## config.mk

```make
export PLATFORM = sky130hd
export DESIGN_NAME = data_cache
export DESIGN_NICKNAME = d
export VERILOG_FILES = /design/src/rtl/data_cache.sv
export SDC_FILE = /design/constraint.sdc
export NUM_CORES = 1
export LEC_CHECK = 0
export ABC_AREA = 1
export BUFFER_PORTS_ARGS = -buffer_cell sky130_fd_sc_hd__buf_2
export CELL_PAD_IN_SITES_DETAIL_PLACEMENT = 2
export CELL_PAD_IN_SITES_GLOBAL_PLACEMENT = 2
export CORE_MARGIN = 8
export CORE_UTILIZATION = 43
export CTS_CLUSTER_SIZE = 25
export DETAILED_ROUTE_END_ITERATION = 8
export MAX_ROUTING_LAYER = met4
export PLACE_DENSITY_LB_ADDON = 0.1
export SYNTH_ARGS = -nofsm -noshare
export SYNTH_HDL_FRONTEND = slang
export SYNTH_SLANG_ARGS = --single-unit
```

## constraint.sdc

```tcl
create_clock -name clock -period 8.05 [get_ports clock]
set_input_delay 2.415 -clock clock [delete_from_list [all_inputs] [get_ports clock]]
set_output_delay 2.415 -clock clock [all_outputs]
set_load 0.03 [all_outputs]
```

## src/rtl/data_cache.sv

```systemverilog
// data_cache: 8-line x 4-byte direct-mapped, write-back, write-allocate data cache
// sitting between a byte-wide CPU port and a byte-wide memory port.
//
// Ports
//   clock          system clock, all state on rising edge
//   reset          synchronous, active-high
//   read, write    CPU request (exactly one high = valid access)
//   address        CPU byte address: tag=[7:5], index=[4:2], offset=[1:0]
//   writedata      CPU write byte
//   readdata       CPU read byte (0 unless read hit)
//   busywait       CPU stall
//   mem_read       memory read request
//   mem_write      memory write request
//   mem_address    memory byte address
//   mem_writedata  memory write byte
//   mem_readdata   memory read byte
//   mem_busywait   memory stall
//
// state     | meaning
// ----------+-----------------------------------------------------------
// IDLE      | serve hits; on a miss latch the address and start a refill
// WRITEBACK | copy the dirty victim line to memory, one byte per beat
// FETCH     | read the requested line from memory, one byte per beat
// UPDATE    | mark the refilled line valid/clean with its new tag
module data_cache (
   input  logic       clock,
   input  logic       reset,
   input  logic       read,
   input  logic       write,
   input  logic [7:0] address,
   input  logic [7:0] writedata,
   output logic [7:0] readdata,
   output logic       busywait,
   output logic       mem_read,
   output logic       mem_write,
   output logic [7:0] mem_address,
   output logic [7:0] mem_writedata,
   input  logic [7:0] mem_readdata,
   input  logic       mem_busywait
);

   typedef enum logic [1:0] {
      IDLE      = 2'd0,
      WRITEBACK = 2'd1,
      FETCH     = 2'd2,
      UPDATE    = 2'd3
   } state_t;

   state_t     state;
   state_t     state_next;

   logic [7:0] valid;
   logic [7:0] dirty;
   logic [2:0] tag_array  [8];
   logic [7:0] data_array [32];

   logic [7:0] addr_lat;
   logic [1:0] cnt;
   logic       seen_busy;

   logic [2:0] cpu_tag;
   logic [2:0] cpu_index;
   logic [1:0] cpu_offset;
   logic [2:0] lat_index;
   logic       hit;
   logic       valid_access;
   logic       read_hit;
   logic       write_hit;
   logic       mem_req;
   logic       beat_done;
   logic       last_beat;

   assign cpu_tag      = address[7:5];
   assign cpu_index    = address[4:2];
   assign cpu_offset   = address[1:0];
   assign lat_index    = addr_lat[4:2];

   assign hit          = valid[cpu_index] && (tag_array[cpu_index] == cpu_tag);
   assign valid_access = read ^ write;
   assign read_hit     = (state == IDLE) && read && !write && hit;
   assign write_hit    = (state == IDLE) && write && !read && hit;

   // A beat completes once memory has been seen busy and then drops busywait.
   assign mem_req      = mem_read | mem_write;
   assign beat_done    = mem_req && seen_busy && !mem_busywait;
   assign last_beat    = beat_done && (cnt == 2'd3);

   always_ff @(posedge clock) begin
      if (reset) state <= IDLE;
      else       state <= state_next;
   end

   always_comb begin
      state_next = state;
      busywait   = 1'b1;
      readdata   = 8'h00;
      case (state)
         IDLE: begin
            busywait = valid_access && !hit;
            if (read_hit) readdata = data_array[{cpu_index, cpu_offset}];
            if (valid_access && !hit)
               state_next = (valid[cpu_index] && dirty[cpu_index]) ? WRITEBACK : FETCH;
         end
         WRITEBACK: if (last_beat) state_next = FETCH;
         FETCH:     if (last_beat) state_next = UPDATE;
         UPDATE:    state_next = IDLE;
         default:   state_next = IDLE;
      endcase
   end

   always_ff @(posedge clock) begin
      if (reset) begin
         valid         <= 8'h00;
         dirty         <= 8'h00;
         cnt           <= 2'd0;
         seen_busy     <= 1'b0;
         addr_lat      <= 8'h00;
         mem_read      <= 1'b0;
         mem_write     <= 1'b0;
         mem_address   <= 8'h00;
         mem_writedata <= 8'h00;
      end else begin
         if (state_next != state) cnt <= 2'd0;
         else if (beat_done)      cnt <= cnt + 2'd1;

         if ((state == IDLE) && (state_next != IDLE)) addr_lat <= address;

         if (write_hit) dirty[cpu_index] <= 1'b1;

         if (state == UPDATE) begin
            valid[lat_index] <= 1'b1;
            dirty[lat_index] <= 1'b0;
         end

         case (state)
            WRITEBACK, FETCH: begin
               // Request low here is the mandatory gap cycle (or state entry);
               // raise the next beat with address/data registered and stable.
               if (!mem_req) begin
                  mem_write     <= (state == WRITEBACK);
                  mem_read      <= (state == FETCH);
                  mem_address   <= {((state == WRITEBACK) ? tag_array[lat_index] : addr_lat[7:5]),
                                    lat_index, cnt};
                  mem_writedata <= (state == WRITEBACK) ? data_array[{lat_index, cnt}] : 8'h00;
                  seen_busy     <= 1'b0;
               end else if (!seen_busy) begin
                  if (mem_busywait) seen_busy <= 1'b1;
               end else if (!mem_busywait) begin
                  mem_read  <= 1'b0;
                  mem_write <= 1'b0;
                  seen_busy <= 1'b0;
               end
            end
            default: begin
               mem_read  <= 1'b0;
               mem_write <= 1'b0;
               seen_busy <= 1'b0;
            end
         endcase
      end
   end

   // Tag and data arrays are not cleared; valid bits hide stale contents.
   always_ff @(posedge clock) begin
      if (!reset && (state == UPDATE)) tag_array[lat_index] <= addr_lat[7:5];
   end

   always_ff @(posedge clock) begin
      if (!reset) begin
         if (write_hit)
            data_array[{cpu_index, cpu_offset}] <= writedata;
         if ((state == FETCH) && beat_done)
            data_array[{lat_index, cnt}] <= mem_readdata;
      end
   end

endmodule

```

== Word-level counts from Yosys, hierarchy flattened ==
Memories as Yosys holds them, arrays and structs flattened. A register that Yosys moved wholly into a read port is not among the register bits.
Index checks and enable logic that the tools add are counted.
Operators by class
  add/sub/neg operators: 1
  magnitude comparators: 4
  eq/ne operators: 8
  muxes and demuxes: 39
  bitwise operators: 8
  reduce and logical (&&, ||, !) cells: 31
Operators with widths (count)
  $mux W8: 7
  $mux W1: 19
  $logic_and A1 B1 Y1: 17
  $or A8 B8 Y8: 2
  $mux W3: 3
  $and A8 B8 Y8: 1
  $lt A3 B4 Y1 const B: 2
  $mux W2: 4
  $not A8 Y8: 1
  $pmux W2 S4: 1
  $reduce_or A8 Y1: 1
  $bmux W1 S3: 2
  $demux W1 S3: 2
  $eq A2 B2 Y1 const B: 3
  $ge A3 B1 Y1 const B: 2
  $reduce_or A2 Y1: 3
  $logic_not A1 Y1: 5
  $mux W5: 1
  $ne A2 B2 Y1 const B: 2
  $reduce_and A2 Y1: 2
  $eq A3 B3 Y1: 1
  $reduce_or A3 Y1: 1
  $add A2 B1 Y2 const B: 1
  $eq A2 B1 Y1 const B: 1
  6 further kinds: 7
Word-level totals
  bits in registers: 47
  RAM bits: 280
  output and inout bits: 27
  logic and storage cells: 103
  memories kept: 2
Memories
  data_array: words 32, width 8, rd ports 2, clocked after memory_dff 0, wr ports 1, line 55  | logic [7:0] data_array [32];
  tag_array: words 8, width 3, rd ports 2, clocked after memory_dff 1, wr ports 1, line 54  | logic [2:0] tag_array [8];

== Depth between registers and ports, before layout ==
  depth in word-level cells: 11
  gate-level depth with buffers: 19

== Worst setup path before layout ==
No wires, ideal clock.
  path kind: input to output
  from: input address[0]
  to: output readdata[7]
  arrival time: 4.175 ns
  required time: 5.635 ns
  slack: 1.460 ns
  stages: 10
  cell sequence: buf_2 > clkbuf_1 > clkbuf_1 > clkbuf_1 > nand2_1 > nand3_1 > o21ai_0 > a21oi_1 > nand3b_1 > nor2_1
Between the ends
  longest elaborated chain between the ends: 3
Ends and longest elaborated chain
  from (decl): line 30  | input logic [7:0] address,
  $mem_v2 Z32 W8
  $mux W8: line 100  | if (read_hit) readdata = data_array[{cpu_index, cpu_offset}];
  $mux W8: line 97  | case (state)
  to (decl): line 32  | output logic [7:0] readdata,
Every way passes these cells.

== Worst setup path in the final report ==
  from: input address[1]
  to: output readdata[0]
Same word-level chain as after synthesis.

==> run_results.csv <==
group,metric,value,unit
clock_tree,htree_levels,2,
setup_path,critical_path_class,"in -> out",
routing,routed_wirelength,64.3,mm
sta,setup_viol,0,
setup_path,rrSetupSlack,3.70,ns
sta,fin_ws,0.331,ns
layout,n_antenna_cell,0,
clock_tree,post_cts_buffers,0,
setup_path,worstPathArrival,5.30,ns
sta,fin_setup_tns,0,ns
clock_tree,clock_sinks,328,
sta,tightest_slew,1.07,ns
setup_path,timing.rr.start,"state[1]",
clock_tree,cts_resized,0,
sta,fmax,0.130,GHz
layout,drive_gt1_frac,0.0972,
worst_hold_path,holdPathEnd,"valid[3]",
routing,drt_iter0_markers,1031,
setup_path,r2r_end,"data_array[1][4]",
layout,fillers,3865,
floorplan,fp.dieH,209,um
synthesis,ys_warn_count,0,
synthesis,synth_seq_cells,328,
sta,max_slew_margin,0.286,
placed_design,io_buffers,55,
clock_tree,cts_made_buffers,39,
synthesis,yosysSeqAreaShare,0.586,
sta,slew_viol_final,0,
setup_path,worstPathRequired,5.64,ns
grt,grt_pass1_vias,15388,
placed_design,gp_congestion,0.914,
synthesis,avgSynthCellArea,9.06,sq um
pwr,p_leak,6.52,nW
synthesis,synth_area,0.0160,sq mm
clock_tree,cts_hold_buf,0,
synthesis,synthCells,1764,
sta,rsz0062_at_grt,"false",
floorplan,num_rows,70,
sta,clock_skew,0.0200,ns
setup_path,ff2ff_path_depth,9,
synthesis,yosys-top-cells-area,"edfxtp_1 53%, o21ai_0 9.2%, nand2_1 7.1%",
grt,grt_max_degree,73,
routing,final_antenna_net_count,0,
synthesis,synth_top_cell_area_share,0.526,
setup_path,startpoint_type,"input pin",
routing,firstDrtPassIters,5,
worst_hold_path,hold_path.class,"reg -> reg",
synthesis,synth_commonest_cells,"301 x nand2_1, 293 x o21ai_0, 280 x edfxtp_1, 233 x nor2_1, 177 x a21oi_1",
routing,wl_per_cell,28.2,um
layout,layout.nets,1819,
routing,via_per_inst,6.14,
routing,drc,0,
clock_tree,cts_tree,"built",
grt,grt_pass1_wl,97.1,mm
floorplan,dieArea,0.0436,sq mm
synthesis,syn_nets,1798,
pwr,p_total,4.20,mW
synthesis,synthDistinctLibCells,38,
worst_hold_path,hold_path_depth,2,
floorplan,ios,56,
clock_tree,cts_max_path_buffers,3,
setup_path,end_kind,"output pin",
floorplan,core_area,0.0366,sq mm
floorplan,die_w,209,um
grt,antenna_found_initial,0,
synthesis,synth_edf_count,280,
synthesis,yosys.cell_count.top_type,"nand2_1",
status,status,"finished, final reports clean",
worst_hold_path,worstHoldStart,"valid[3]",
floorplan,initial_core_util,0.436,
clock_tree,cts.reportedPaths.clkPinSlew,0.05,ns
setup_path,crit_fanout,43,
sta,fin_crit,7.72,ns
pwr,powerDensity,235,mW/mm^2
synthesis,async_flop_share,0,
run,maxCapViolations,0,
grt,grt.total_usage,0.300,
pwr,ir_worst_vdd,0.000208,V
placed_design,dp_hpwl,43.3,mm
synthesis,yosysTopAreaCell,"edfxtp_1",
sta,timing.final.crit_share,0.959,
setup_path,cp-startpoint,"address[1]",
grt,grt-ovfl-total,0,
placed_design,post-place-ws,0.585,ns
routing,via_count,13983,
synthesis,synth_top_flop_cell,"edfxtp_1",
clock_tree,root_buffer,"clkbuf_16",
layout,area_growth,11.9,%
sta,finalHoldViolations,0,
clock_tree,clock_latency,0.56,ns
-- worst max-delay path, stage by stage --
cell	delay (ns)
buf_4	0.38
buf_4	0.50
a21oi_1	0.09
o21ai_0	0.11
a21oi_1	0.09
a2111oi_0	0.86
nand4_1	0.22
nor2_1	0.28
buf_2	0.27
-- sequential cells by signal, indices dropped and copies added, names as in the netlist, named ones only --
register       count
tag_array         24
mem_writedata      8
dirty              8
state              2
addr_lat           6
mem_read           1
cnt                2
mem_address        8
valid              8
seen_busy          1
mem_write          1
data_array       256
-- cells in the final DEF, fill, tap and decap left out, drive strengths merged, types with 21 or more instances in the layout --
cell type	Yosys	layout
clkbuf	81	53
o21ai	300	300
inv	116	117
nand2	305	305
nor2	239	239
a21oi	179	179
nand4	21	21
dfxtp	48	48
edfxtp	280	280
nand3	88	88
buf	27	88
-- how the worst max path moves through the flow --
stage / end / slack, ns / depth (start not counted)
6_report: readdata[0] / 0.33 / 9
5_1_grt: readdata[0] / 0.30 / 9
4_1_cts: readdata[0] / 0.49 / 9
3_5_place_dp: readdata[0] / 0.59 / 9
3_3_place_gp: readdata[0] / 0.62 / 14
2_1_floorplan: readdata[7] / 1.46 / 10
-- through the flow --
step | hold WS (ns) | instances | instance area [sq um] | utilization
floorplan | 0.426 | 1764 | 16000 | -
global placement | 0.442 | 2212 | 16700 | 0.456
detailed placement | 0.449 | 2212 | 16700 | 0.456
CTS | 0.460 | 2278 | 17900 | 0.488
global route | 0.487 | 2278 | 17900 | 0.488
finish | 0.461 | 2278 | 17900 | 0.488
-- report_power, final --
part	internal (mW)	leakage (nW)	switching, mW
Sequential	1.89	2.91	0.0502
Combinational	0.135	3.02	0.429
Clock	0.967	0.582	0.732
Total	2.99	6.52	1.21
-- final cells by class --
| type | instances | area, sq um | area share |
|---|---|---|---|
| clock buffers | 53 | 1110 | 0.0622 |
| clock inverters | 13 | 81.3 | 0.00455 |
| inverters | 117 | 439 | 0.0246 |
| multi-input cells | 1211 | 5730 | 0.320 |
| flip-flops and latches | 328 | 9380 | 0.524 |
| well taps | 468 | 586 | 0.0328 |
| repair buffers | 88 | 557 | 0.0311 |
-- routing by layer --
layer  GRT usage  up-vias  wire, um  part of all wire
met5           -        -         0                 0
met4       0.129        0      2860             0.044
met3      0.0438      153      3220             0.050
met2       0.500      436     31600              0.49
met1       0.361     7198     26600              0.41
li1            -     6196         -                 -
-- kinds of logic (layout without fill, tap and decap cells) --
logic type | count (synthesis) | count (layout) | synth area share
simple gates | 665 | 665 | 0.171
compound gates | 532 | 532 | 0.177
flops | 328 | 328 | 0.586
buf+inv | 225 | 271 | 0.0554
mux | 8 | 8 | 0.00564
fa+ha+maj | 5 | 5 | 0.00392
xor+xnor | 1 | 1 | 0.000548
(Power assumes the default switching activity.)
